$ cat config.mk
export PLATFORM = sky130hd
export DESIGN_NAME = serial_to_parallel_demux_flat
export DESIGN_NICKNAME = d
export VERILOG_FILES = /design/src/rtl/serdes_pkg.sv /design/src/rtl/serial_to_parallel_demux_if.sv /design/src/rtl/serial_to_parallel_demux_decoder_4to16.sv /design/src/rtl/serial_to_parallel_demux.sv /design/src/flat_wrapper.sv
export SDC_FILE = /design/constraint.sdc
export NUM_CORES = 1
export LEC_CHECK = 0
export ABC_AREA = 1
export BUFFER_PORTS_ARGS = -buffer_cell sky130_fd_sc_hd__buf_2
export CAP_MARGIN = 10
export CORE_ASPECT_RATIO = 2
export CORE_UTILIZATION = 57
export CTS_CLUSTER_DIAMETER = 30
export CTS_CLUSTER_SIZE = 8
export DETAILED_ROUTE_END_ITERATION = 10
export HOLD_SLACK_MARGIN = 0.06
export PLACE_DENSITY = 0.78
export SLEW_MARGIN = 40
export SYNTH_ARGS = -nofsm -noshare
export SYNTH_HDL_FRONTEND = slang
export SYNTH_SLANG_ARGS = --single-unit
$ cat constraint.sdc
create_clock -name clk -period 2 [get_ports clk]
set_clock_uncertainty 0.2 [all_clocks]
set_input_delay 0.1 -clock clk [delete_from_list [all_inputs] [get_ports clk]]
set_output_delay 0.1 -clock clk [all_outputs]
set_load 0.005 [all_outputs]
$ cat src/rtl/serdes_pkg.sv
// Shared widths and FSM encoding for the bit-serial to word demultiplexer.
package serdes_pkg;

    localparam int WIDTH = 16;
    localparam int SEL_W = 4;

    typedef enum logic {
        FILL  = 1'b0,
        STALL = 1'b1
    } state_e;

endpackage

$ cat src/rtl/serial_to_parallel_demux_if.sv
// Serial input beat channel and parallel output word channel of the demux.
interface serial_to_parallel_demux_if;
    import serdes_pkg::*;

    logic             in_valid;
    logic             in_bit;
    logic             in_ready;
    logic             out_valid;
    logic             out_ready;
    logic [WIDTH-1:0] out_data;
    logic [SEL_W-1:0] slot;

    // Demux side: consumes serial beats, produces words and slot status.
    modport slave (
        input  in_valid,
        input  in_bit,
        input  out_ready,
        output in_ready,
        output out_valid,
        output out_data,
        output slot
    );

    // Environment side: produces serial beats, consumes words.
    modport master (
        output in_valid,
        output in_bit,
        output out_ready,
        input  in_ready,
        input  out_valid,
        input  out_data,
        input  slot
    );

endinterface

$ cat src/rtl/serial_to_parallel_demux_decoder_4to16.sv
// 4-to-16 one-hot write decoder: selects the shadow bit written by a beat.
module decoder_4to16
    import serdes_pkg::*;
(
    input  logic             en,
    input  logic [SEL_W-1:0] sel,
    output logic [WIDTH-1:0] y
);

    // One-hot enable for the selected slot, all-zero when not writing.
    always_comb begin
        y = '0;
        if (en) begin
            y = WIDTH'(1) << sel;
        end
    end

endmodule

$ cat src/rtl/serial_to_parallel_demux.sv
// Rebuilds 16-bit words from a bit-serial stream; double-buffered output so
// capture of the next word continues while the consumer holds the previous one.
module serial_to_parallel_demux
    import serdes_pkg::*;
#(
    parameter int WIDTH     = 16,
    parameter bit LSB_FIRST = 1'b1
) (
    input  logic                        clk,
    input  logic                        reset,
    serial_to_parallel_demux_if.slave   bus
);

    state_e           state_q, state_d;
    logic [SEL_W-1:0] slot_q, slot_d;
    logic [WIDTH-1:0] shadow_q, shadow_d;
    logic [WIDTH-1:0] out_data_q, out_data_d;
    logic             out_valid_q, out_valid_d;
    logic             in_ready_q, in_ready_d;

    logic             accept;
    logic             take;
    logic             complete;
    logic [SEL_W-1:0] wr_sel;
    logic [WIDTH-1:0] wr_en;
    logic [WIDTH-1:0] full_word;

    // For a 4-bit slot, 15 - slot is simply its bitwise inverse.
    always_comb begin
        accept   = bus.in_valid && in_ready_q;
        take     = out_valid_q && bus.out_ready;
        complete = accept && (slot_q == SEL_W'(WIDTH - 1));
        wr_sel   = LSB_FIRST ? slot_q : ~slot_q;
    end

    decoder_4to16 u_dec (
        .en  (accept),
        .sel (wr_sel),
        .y   (wr_en)
    );

    // Shadow word with the current beat merged into its decoded slot.
    always_comb begin
        full_word = (shadow_q & ~wr_en) | (wr_en & {WIDTH{bus.in_bit}});
    end

    // Next-state logic for the slot counter, shadow, output buffer and FSM.
    always_comb begin
        state_d     = state_q;
        slot_d      = slot_q;
        shadow_d    = shadow_q;
        out_data_d  = out_data_q;
        out_valid_d = out_valid_q;

        case (state_q)
            FILL: begin
                if (take) begin
                    out_valid_d = 1'b0;
                end
                if (accept) begin
                    shadow_d = full_word;
                    slot_d   = slot_q + 1'b1;
                end
                if (complete) begin
                    if (!out_valid_q || bus.out_ready) begin
                        out_data_d  = full_word;
                        out_valid_d = 1'b1;
                    end else begin
                        state_d = STALL;
                    end
                end
            end
            STALL: begin
                // Output is occupied here, so a ready consumer swaps in the
                // parked word and the output stays valid.
                if (bus.out_ready) begin
                    out_data_d = shadow_q;
                    state_d    = FILL;
                end
            end
            default: state_d = FILL;
        endcase

        in_ready_d = (state_d == FILL);
    end

    // All state registers; reset discards partial and held words.
    always_ff @(posedge clk) begin
        if (reset) begin
            state_q     <= FILL;
            slot_q      <= '0;
            shadow_q    <= '0;
            out_data_q  <= '0;
            out_valid_q <= 1'b0;
            in_ready_q  <= 1'b1;
        end else begin
            state_q     <= state_d;
            slot_q      <= slot_d;
            shadow_q    <= shadow_d;
            out_data_q  <= out_data_d;
            out_valid_q <= out_valid_d;
            in_ready_q  <= in_ready_d;
        end
    end

    // Registered outputs.
    always_comb begin
        bus.in_ready  = in_ready_q;
        bus.out_valid = out_valid_q;
        bus.out_data  = out_data_q;
        bus.slot      = slot_q;
    end

endmodule

$ cat src/flat_wrapper.sv
// flat-port wrapper written by rule: the top's interface ports become plain ports
module serial_to_parallel_demux_flat import serdes_pkg::*;
#(
    parameter int WIDTH     = 16,
    parameter bit LSB_FIRST = 1'b1
)
  (clk, reset, bus_in_valid, bus_in_bit, bus_out_ready, bus_in_ready, bus_out_valid, bus_out_data, bus_slot);
  serial_to_parallel_demux_if bus_i ();
  input  logic clk;
  input  logic reset;
  input wire logic [$bits(bus_i.in_valid)-1:0] bus_in_valid;
  input wire logic [$bits(bus_i.in_bit)-1:0] bus_in_bit;
  input wire logic [$bits(bus_i.out_ready)-1:0] bus_out_ready;
  output wire logic [$bits(bus_i.in_ready)-1:0] bus_in_ready;
  output wire logic [$bits(bus_i.out_valid)-1:0] bus_out_valid;
  output wire logic [$bits(bus_i.out_data)-1:0] bus_out_data;
  output wire logic [$bits(bus_i.slot)-1:0] bus_slot;
  assign bus_i.in_valid = bus_in_valid;
  assign bus_i.in_bit = bus_in_bit;
  assign bus_i.out_ready = bus_out_ready;
  assign bus_in_ready = bus_i.in_ready;
  assign bus_out_valid = bus_i.out_valid;
  assign bus_out_data = bus_i.out_data;
  assign bus_slot = bus_i.slot;
  serial_to_parallel_demux #(.WIDTH(WIDTH), .LSB_FIRST(LSB_FIRST)) u_core (.clk(clk), .reset(reset), .bus(bus_i));
endmodule
==> flow_summary.ini <==
[status]
status = completed

[synth]
syn_area_per_cell_um2 = 5.94
synth_fp_nets = 381
yosys-top-cells-area = dfxtp_1 36%, nand2_1 21%, inv_1 11%
synth_seq_cells = 39
synth_cells = 370
synth_top_cell_area_share = 0.355
synth-main-ff-cell = dfxtp_1
synthTopCellsByCount = 121 x nand2_1, 63 x inv_1, 54 x nor2_1, 39 x dfxtp_1, 31 x nand3_1
synth_top_area_cell = dfxtp_1
synth_area_mm2 = 0.00220
synth_seq_area_share = 0.355
synth_edf_count = 0
synth.distinct_cells = 20
yosysMostFrequentCell = nand2_1
yosys_warnings = 0
synthArstFlopShare = 0

[grt]
met3_usage = 0.0482
grt_overflow = 0
antenna_found_initial = 0
track_usage = 0.274
gr-usage-met2 = 0.489
grt_pass1_wl_um = 8500
grt_use_met1 = 0.294
busiest_layer = met2
grt_max_degree = 25
grt_pass1_vias = 2009

[cells_and_area]
fin_nets = 407
drive_above_1_share = 0.116
fin_cells = 446
synthToLayoutAreaGrowth_pct = 15.4
diodes = 0

[power]
ir_drop_uv = 682
p_per_area_mw_per_mm2 = 701
p_leak_nw = 1.40
total_power_mw = 1.78

[cts]
cts_tree = done
clkLatencyLatePin_ps = 290
cts_buffer_depth = 2
cts_sinks = 39
clk_pin_slew_worst_paths_ps = 80
cts_max_level = 2
cts_root_buffer = clkbuf_8
numCtsBuffers = 5

[setup_path]
crit_path_max_fanout = 11
r2r_end = u_core.bus.out_data[6]$_SDFFE_PP0P_
cp-end-kind = register
reg2reg_depth = 7
worstReg2RegStart = u_core.bus.slot[0]$_SDFFE_PP0P_
crit_type = reg2reg
worstSetupStartpointType = register
rrSetupSlack_ps = 200
critPathArrivalTime_ps = 1790
worst_ep_required_time_ps = 1990

[timing]
relSlewSlack = 0.531
worst_pin_slew_ps = 702
setup_viol = 0
finalCriticalPeriod_ps = 1800
drv_slew = 0
rsz0062_at_grt = no
clock.fmax_ghz = 0.555
hold_violations = 0
tns_ps = 0
timing.final.crit_share = 0.900

[hold_path]
hold_depth = 3
hp-class = in2reg
holdPathEnd = u_core.bus.in_ready$_SDFF_PP1_
hp-start = reset

[flow_run]
drv_cap = 0

[die]
core_area_mm2 = 0.00365
die_h_um = 89.8
start_util = 0.603
dieArea_mm2 = 0.00412
die_w_um = 45.9
rows = 31
num_io_pins = 27

[detailed_routing]
routed_wirelength_um = 4930
drt-pass1-iter-count = 4
wl_per_cell_um = 11.0
dr.first_iter.drc_count = 70
drtAntennaViolNets = 0
num_vias = 2168
viasPerCell = 4.86
route.detailed.drc = 0

[placement]
dp_hpwl_um = 3610
gp_congestion = 0.870
port_buffers = 26
placed_cells = 437
==> where the power goes <==
part / internal (mW) / leakage [nW] / switching, mW / total, mW
Combinational: 0.0563 / 1.02 / 0.120 / 0.176
Clock: 0.498 / 0.0644 / 0.287 / 0.784
Sequential: 0.800 / 0.318 / 0.0176 / 0.818
==> metrics by stage <==
step	hold slack, ps	instance area, um^2	utilization	worst slack, ps
after floorplan	45.3	2200	-	329
after global placement	195	2380	0.654	229
after detailed placement	192	2380	0.654	155
after CTS	78.0	2530	0.694	134
after global routing	116	2540	0.696	20.6
final	90.1	2540	0.696	200
==> registers in the layout (all words and copies together), names as in the netlist <==
name,cells
u_core.state_q,1
u_core.bus.in_ready,1
u_core.bus.slot,4
u_core.shadow_q,16
u_core.bus.out_data,16
u_core.bus.out_valid,1
==> timing repair <==
action                     4_1_cts  5_1_grt
buffers inserted                 0        0
setup endpoints to repair        0       13
hold buffers                     1        0
hold endpoints to repair         3        0
gates resized for setup          0        1
==> logic make-up (layout without fill, tap and decap cells) <==
kind of cell    after synthesis  count (layout)  synth area share
compound gates               37              37            0.0899
fa+ha+maj                     6               6            0.0341
buf+inv                      79             106             0.141
flops                        39              39             0.355
simple gates                209             209             0.380
==> layout make-up <==
class / instances / area, um^2
well taps: 49 / 61.3
multi-input cells: 252 / 1110
repair buffers: 34 / 205
fillers: 388 / 1110
flip-flops and latches: 39 / 781
clock inverters: 3 / 67.6
inverters: 64 / 240
clock buffers: 5 / 68.8
==> worst max path at each step <==
stage	from	cells past startpoint	to
2_1_floorplan	u_core.bus.slot[0]$_SDFFE_PP0P_	7	u_core.bus.out_data[0]$_SDFFE_PP0P_
3_3_place_gp	u_core.bus.slot[0]$_SDFFE_PP0P_	7	u_core.bus.out_data[12]$_SDFFE_PP0P_
3_5_place_dp	u_core.bus.slot[0]$_SDFFE_PP0P_	7	u_core.bus.out_data[15]$_SDFFE_PP0P_
4_1_cts	u_core.bus.slot[0]$_SDFFE_PP0P_	7	u_core.bus.out_data[15]$_SDFFE_PP0P_
5_1_grt	u_core.bus.slot[1]$_SDFFE_PP0P_	7	u_core.bus.out_data[15]$_SDFFE_PP0P_
6_report	u_core.bus.slot[0]$_SDFFE_PP0P_	7	u_core.bus.out_data[6]$_SDFFE_PP0P_
==> worst max-delay path: stages (launching register included) <==
cell and delay, ps:
dfxtp_1 400, ha_1 220, nand2_1 120, o21ai_4 320, buf_12 170, nand3_1 70, nor2_1 140, nor2_1 50
==> layout by cell type (no fill, tap or decap), drive strengths merged <==
cell,count
a21oi,19
buf,33
bufinv,2
clkbuf,5
clkinvlp,1
dfxtp,39
dlygate4sd3,1
ha,6
inv,64
nand2,122
nand3,32
nor2,55
o21ai,17
o22ai,1
==> routing by layer <==
layer | vias up | routed length [um]
li1 | 1162 | -
met1 | 940 | 1990
met2 | 54 | 2610
met3 | 12 | 177
met4 | 0 | 148
met5 | - | 0
Note: power is estimated with default switching activity, not from simulation.
